[config.mk]
export PLATFORM = sky130hd
export DESIGN_NAME = demux18_router
export DESIGN_NICKNAME = d
export VERILOG_FILES = /design/src/rtl/demux18_router.sv
export SDC_FILE = /design/constraint.sdc
export NUM_CORES = 1
export LEC_CHECK = 0
export ABC_AREA = 0
export BUFFER_PORTS_ARGS = -buffer_cell sky130_fd_sc_hd__buf_2
export CAP_MARGIN = 10
export CORE_MARGIN = 2
export CORE_UTILIZATION = 50
export CTS_CLUSTER_SIZE = 14
export DETAILED_ROUTE_END_ITERATION = 10
export GPL_ROUTABILITY_DRIVEN = 0
export PLACE_DENSITY = 0.8
export SLEW_MARGIN = 10
export SYNTH_ARGS = -nofsm -noshare
export SYNTH_HDL_FRONTEND = slang
export SYNTH_SLANG_ARGS = --single-unit
[constraint.sdc]
create_clock -name i_clock -period 2.4 [get_ports i_clock]
set_clock_uncertainty 0.2 [all_clocks]
set_input_delay 0.6 -clock i_clock [delete_from_list [all_inputs] [get_ports i_clock]]
set_output_delay 0.6 -clock i_clock [all_outputs]
set_load 0.1 [all_outputs]
[src/rtl/demux18_router.sv]
// 1-to-8 registered demultiplexer with per-channel one-beat holding registers.
// Optional statistics counters are enabled by defining DEMUX18_STATS_EN.
module demux18_router #(
    parameter int unsigned DATA_W = 8,
    parameter int unsigned CNT_W  = 16
) (
    input  logic                  i_clock,
    input  logic                  i_reset,
    input  logic                  i_enable_b,
    input  logic                  i_in_valid,
    output logic                  o_in_ready,
    input  logic [2:0]            i_in_select,
    input  logic [DATA_W-1:0]     i_in_data,
    output logic [7:0]            o_out_valid,
    input  logic [7:0]            i_out_ready,
    output logic [8*DATA_W-1:0]   o_out_data,
    output logic                  o_busy,
    output logic [CNT_W-1:0]      o_drop_cnt,
    output logic [CNT_W-1:0]      o_deliver_cnt
);

    typedef enum logic {StEmpty, StFull} state_e;

    logic w_accept;
    logic w_route;

    // A full channel can still take a beat in the cycle its consumer drains it.
    assign o_in_ready = i_enable_b | ~o_out_valid[i_in_select] | i_out_ready[i_in_select];
    assign w_accept   = i_in_valid & o_in_ready;
    assign w_route    = w_accept & ~i_enable_b;
    assign o_busy     = |o_out_valid;

    for (genvar n = 0; n < 8; n++) begin : g_ch
        state_e            r_state;
        logic [DATA_W-1:0] r_data;
        logic              w_load;

        assign w_load = w_route && (i_in_select == 3'(n));

        always_ff @(posedge i_clock) begin
            if (i_reset) begin
                r_state <= StEmpty;
                r_data  <= '0;
            end else begin
                unique case (r_state)
                    StEmpty: begin
                        if (w_load) begin
                            r_state <= StFull;
                            r_data  <= i_in_data;
                        end
                    end
                    StFull: begin
                        if (w_load) begin
                            r_data <= i_in_data;
                        end else if (i_out_ready[n]) begin
                            r_state <= StEmpty;
                        end
                    end
                    default: r_state <= StEmpty;
                endcase
            end
        end

        assign o_out_valid[n]                   = (r_state == StFull);
        assign o_out_data[n*DATA_W +: DATA_W]   = r_data;
    end

`ifdef DEMUX18_STATS_EN
    localparam logic [CNT_W+3:0] CntMax = {4'b0000, {CNT_W{1'b1}}};

    logic [CNT_W-1:0] r_drop_cnt;
    logic [CNT_W-1:0] r_deliver_cnt;
    logic [7:0]       w_drain;
    logic [3:0]       w_deliver_num;
    logic [CNT_W+3:0] w_drop_sum;
    logic [CNT_W+3:0] w_deliver_sum;

    assign w_drain = o_out_valid & i_out_ready;

    always_comb begin
        w_deliver_num = '0;
        for (int n = 0; n < 8; n++) begin
            w_deliver_num = w_deliver_num + {3'b000, w_drain[n]};
        end
    end

    // Sums are widened so a saturated counter plus up to 8 never wraps.
    assign w_drop_sum    = {4'b0000, r_drop_cnt} +
                           {{(CNT_W+3){1'b0}}, (w_accept & i_enable_b)};
    assign w_deliver_sum = {4'b0000, r_deliver_cnt} + {{CNT_W{1'b0}}, w_deliver_num};

    always_ff @(posedge i_clock) begin
        if (i_reset) begin
            r_drop_cnt    <= '0;
            r_deliver_cnt <= '0;
        end else begin
            r_drop_cnt    <= (w_drop_sum > CntMax) ? {CNT_W{1'b1}} : w_drop_sum[CNT_W-1:0];
            r_deliver_cnt <= (w_deliver_sum > CntMax) ? {CNT_W{1'b1}} :
                             w_deliver_sum[CNT_W-1:0];
        end
    end

    assign o_drop_cnt    = r_drop_cnt;
    assign o_deliver_cnt = r_deliver_cnt;
`else
    assign o_drop_cnt    = '0;
    assign o_deliver_cnt = '0;
`endif

endmodule
* Word level (Yosys, flattened, before mapping)
Index checks and enable logic that the tools add are counted.
** Word-level totals
- Bits in registers :: 72
- Memories kept :: 0
- Memory bits (read-only) :: 0
- Logic and storage cells :: 92
- Memory bits (writable) :: 0
- Bits in latches :: 0
- Input bits :: 23
- Output and inout port bits :: 106
** Operators by class
- Mux-type cells :: 44
- Multipliers :: 0
- Magnitude comparators :: 1
- Divide/modulo/power cells :: 0
- Reductions and logical operators :: 10
- Bitwise gates (word level) :: 14
- Add/subtract/negate cells :: 0
- Equality and inequality tests :: 7
- Shifts and indexed selects :: 0
** Operator list (number)
- $mux 8 :: 8
- $mux 1 :: 26
- $pmux 1 s2 :: 8
- $eq 3x3->1 const B :: 4
- $not 1->1 :: 10
- $logic_and 1x1->1 :: 8
- $reduce_or 8->1 :: 1
- $bmux 1 s3 :: 2
- $eq 3x2->1 const B :: 2
- $lt 3x4->1 const B :: 1
- $eq 3x1->1 const B :: 1
- $logic_not 3->1 :: 1
- $and 1x1->1 :: 2
- $or 1x1->1 :: 2

* Logic depth before layout (Yosys ltp)
- Depth after elaboration :: 10
- Gate-level depth with buffers :: 6
- Mapped depth without buffers :: 3

* Worst setup path after synthesis
Ideal clock, no wire load.
- Kind :: input-to-output
- From :: input port i_out_ready[1]
- To :: output port o_in_ready
- Required time :: 1600 ps
- Slack :: -1278 ps
- Arrival time :: 2878 ps
- Buffers on the path :: 1
- Stages on the path :: 4
- Cells stage by stage :: nor2b_1 buf_2 mux4_1 a22oi_1
** Between the ends
- Longest elaborated chain between the ends :: 3
** Ends and longest elaborated chain
- start: declaration :: line 15 : input logic [7:0] i_out_ready,
- $bmux 1 s3 :: line 28 : assign o_in_ready = i_enable_b | ~o_out_valid[i_in_select] | i_out_ready[i_in_select];
- $mux 1 (not written as such) :: line 28
- $or 1x1->1 :: line 28
- end: declaration :: line 11 : output logic o_in_ready,
Every way passes these cells. The select of a mux whose other input is x is not followed.

* Worst setup path in the final report
- From :: register g_ch[7].r_state
- To :: output port o_in_ready
** Between the ends
- Longest elaborated chain between the ends :: 5
** Ends and longest elaborated chain
- start: declaration :: line 34 : state_e r_state;
- start signal: assignment :: line 42 : r_state <= StEmpty;
- start signal: assignment :: line 48 : r_state <= StFull;
- start signal: assignment :: line 56 : r_state <= StEmpty;
- $bmux 1 s3 :: line 28
- $mux 1 (not written as such) :: line 28
- $not 1->1 :: line 28
- $or 1x1->1 (2 in series) :: line 28
Every way passes these cells. The select of a mux whose other input is x is not followed.

==> key figures <==
Synthesis
  – Post-synthesis mux area share: 1.317%
  – Sequential cell area fraction in the yosys report: 38.91%
  – Syn Inst Count: 419
  – Syn avg cell area: 8.842 um2
  – YS warnings: 0
  – Synth Area in Compound Gates: 25.87%
  – Post-Synth Simple-Gate Area: 17.26%
  – Syn Std Cell Area: 0.003705 mm2
  – Seq cells post-synth: 72
  – Most frequent cells after synthesis: a21oi_1, dfxtp_1, nand4_1
  – Most area-hungry cell type in the Yosys netlist: dfxtp_1
  – Fraction of registers with async set/reset: 0%
  – Yosys top cell area share: 38.91%
  – Post-synth EDFFs: 0
  – Adder-Cell Fraction of Synth Area: 0%
  – Synth Area in XOR/XNOR: 0%
  – Dominant combinational cell family by area after synthesis: compound AO/OA/AOI/OAI gates
  – Ys flop type: dfxtp_1
  – Distinct cell type count after synthesis: 26
  – Largest cells by area after synthesis: dfxtp_1, nand4_1, a21oi_1, o31ai_1, buf_4

Worst hold path
  – Worst hold-check path type: reg -> reg
  – Hold path depth: 2

Die
  – Total core area: 0.007214 mm2
  – Die Area: 0.008114 mm2
  – Initial core utilization: 51.35%
  – Die H: 90.08 um
  – Die Width: 90.08 um
  – Row count: 31
  – I/O pin count: 129

Run
  – Total of max-cap violations: 0

Clocking
  – H-tree Lvls: 3
  – CTS root buf: clkbuf_8
  – Total CTS buffers: 9
  – CTS Hold Bufs: 0
  – TritonCTS clock tree: yes
  – Worst-Skew Late Latency: 0.34 ns
  – Clk sink count: 72
  – Clock slew at reported path FFs: 0.08 ns
  – CTS Buffer Depth: 2

Run status
  – Status: finished with violations
  – Violated checks: setup timing

Timing
  – Period Utilization, post-route: 104.7%
  – Unrepaired setup endpoints after global routing: true
  – Hold Vio Cnt, Final: 0
  – Slew @ Worst Pin: 0.5872 ns
  – Final Slew Violations: 0
  – Endpoints failing setup: 1
  – PnR worst setup slack: -0.1135 ns
  – Max frequency: 397.8 MHz
  – Relative slew slack: 60.76%
  – Min Tclk post-route: 2.514 ns

Critical path
  – Worst setup EP type: output port
  – Crit start category: flip-flop
  – Critical path class: reg -> out
  – Crit path max fanout: 2
  – Crit-path slowest cell: mux4_2
  – Worst Path Required: 1.60 ns
  – CP arrival: 1.71 ns
  – R2R cell count: 5
  – Crit-path max cell delay: 0.47 ns
  – CP Cell Sequence: nor2b_4, mux4_2, a22oi_2, buf_12

Drt
  – First-pass detailed-route iteration total: 4
  – DR iter-0 viols: 265
  – Routed WL: 10,360 um
  – Routed Antenna Nets: 0
  – DRC: 0
  – Vias per inst: 5.887
  – Via count: 3,503
  – WL/cell: 17.41 um

Final layout
  – Share of layout cells above drive strength 1: 37.30%
  – Area grow syn2layout: 17.60%
  – # nets final: 514
  – # diodes: 0
  – Post-Layout Cell Count: 595
  – Fill cells: 635

Power and ir drop
  – Pwr/cell area: 604.9 mW/mm2
  – P_sw: 0.0009440 W
  – Net Sw Frac: 35.82%
  – Combinational share of power: 22.2%
  – Leakage: 1.734 nW
  – Clock network power share: 31.6%
  – Internal power: 0.001691 W
  – Sequential share of power: 46.2%
  – Worst VDD drop: 0.0002308 V

Global route
  – First-pass GRT wire length: 16,180 um
  – Total global-route track usage: 24.77%
  – Largest net degree at the start of global routing: 73
  – Grt total ovfl: 0
  – Antenna violations before repair: 0
  – Vias in the first global route: 3,113

Placed design
  – Placed insts: 574
  – Worst slack at placement: -0.1070 ns
  – Post-DP HPWL: 6842 um
  – PortBufs: 96
-- stage by stage --
step,area (um2),total power (W),util (%),hold WS (ns),TNS (ns)
2_1_floorplan,3827,0.001774,-,0.5209,-0.6072
3_3_place_gp,4093,0.001810,56.73,0.2512,-0.1032
3_5_place_dp,4093,0.001816,56.73,0.2572,-0.1070
4_1_cts,4350,0.002645,60.30,0.2714,-0.1183
5_1_grt,4357,0.002723,60.39,0.2871,-0.1615
6_report,4357,0.002635,60.39,0.2677,-0.1135
-- area by class of cell --
class                   instances  area (um2)  area share [%]
clock buffers                  13       148.9           3.418
clock inverters                 3       17.52          0.4021
multi-input cells             276        1826           41.90
flip-flops and latches         72        1450           33.29
well taps                      99       123.9           2.843
repair buffers                132       790.8           18.15
-- power by group through the flow --
stage	Sequential [W]	Combinational, W	Clock [W]
after floorplan	0.00134	0.000430	0
after global placement	0.00125	0.000565	0
after detailed placement	0.00125	0.000569	0
after CTS	0.00122	0.000576	0.000851
after global routing	0.00122	0.000601	0.000902
final	0.00122	0.000584	0.000833
-- cell usage in the layout (no fill, tap or decap), drive strengths merged --
cell type / n
buf: 132
nor2b: 11
clkinv: 2
dfxtp: 72
o31ai: 64
nor2: 10
and2: 1
nor3b: 1
nor4: 2
a21oi: 72
or3b: 1
nand2: 2
nand3b: 1
clkbuf: 13
clkinvlp: 1
mux4: 2
nand2b: 10
nand4: 64
conb: 32
or2: 1
a22oi: 1
and3b: 1
-- what timing repair did --
| item | CTS | global route |
|---|---|---|
| setup endpoints to repair | 1 | 2 |
| buffers inserted | 5 | 0 |
| pin swaps | 1 | 0 |
| resized for setup | 19 | 1 |
-- worst paths after layout --
kind	from	to	slack [ns]
setup reg to reg	g_ch[3].r_state	g_ch[3].r_data[6]	1.00
hold reg to reg	g_ch[2].r_data[4]	g_ch[2].r_data[4]	0.27
hold / removal	g_ch[2].r_data[4]	g_ch[2].r_data[4]	0.27
setup / recovery	g_ch[7].r_state	o_in_ready	-0.11
-- routing by layer --
| layer | up-vias | share of wire [%] | track usage (%) |
|---|---|---|---|
| met5 | - | 0 | 0 |
| met4 | 0 | 1.8 | 8.462 |
| met3 | 19 | 9.9 | 7.041 |
| met2 | 199 | 47 | 38.47 |
| met1 | 1656 | 42 | 33.17 |
| li1 | 1629 | - | - |
-- worst max-delay path: cells and delay by family (launching register included) --
kind | cells | cell delay [ns]
buf+inv | 1 | 0.21
simple gates | 1 | 0.12
compound gates | 1 | 0.24
flops | 1 | 0.32
mux | 1 | 0.47
-- registers in the layout (all words and copies together) (netlist names) --
signal	count
g_ch.r_data	64
g_ch.r_state	8
-- logic make-up (layout without fill, tap and decap cells) --
group,count (synthesis),in the layout
AO/OA/AOI/OAI,137,137
AND/OR/NAND/NOR,105,105
buffers and inverters,102,148
flip-flops,72,72
multiplexers,2,2
other,1,32
Note: power is estimated with default switching activity, not from simulation.
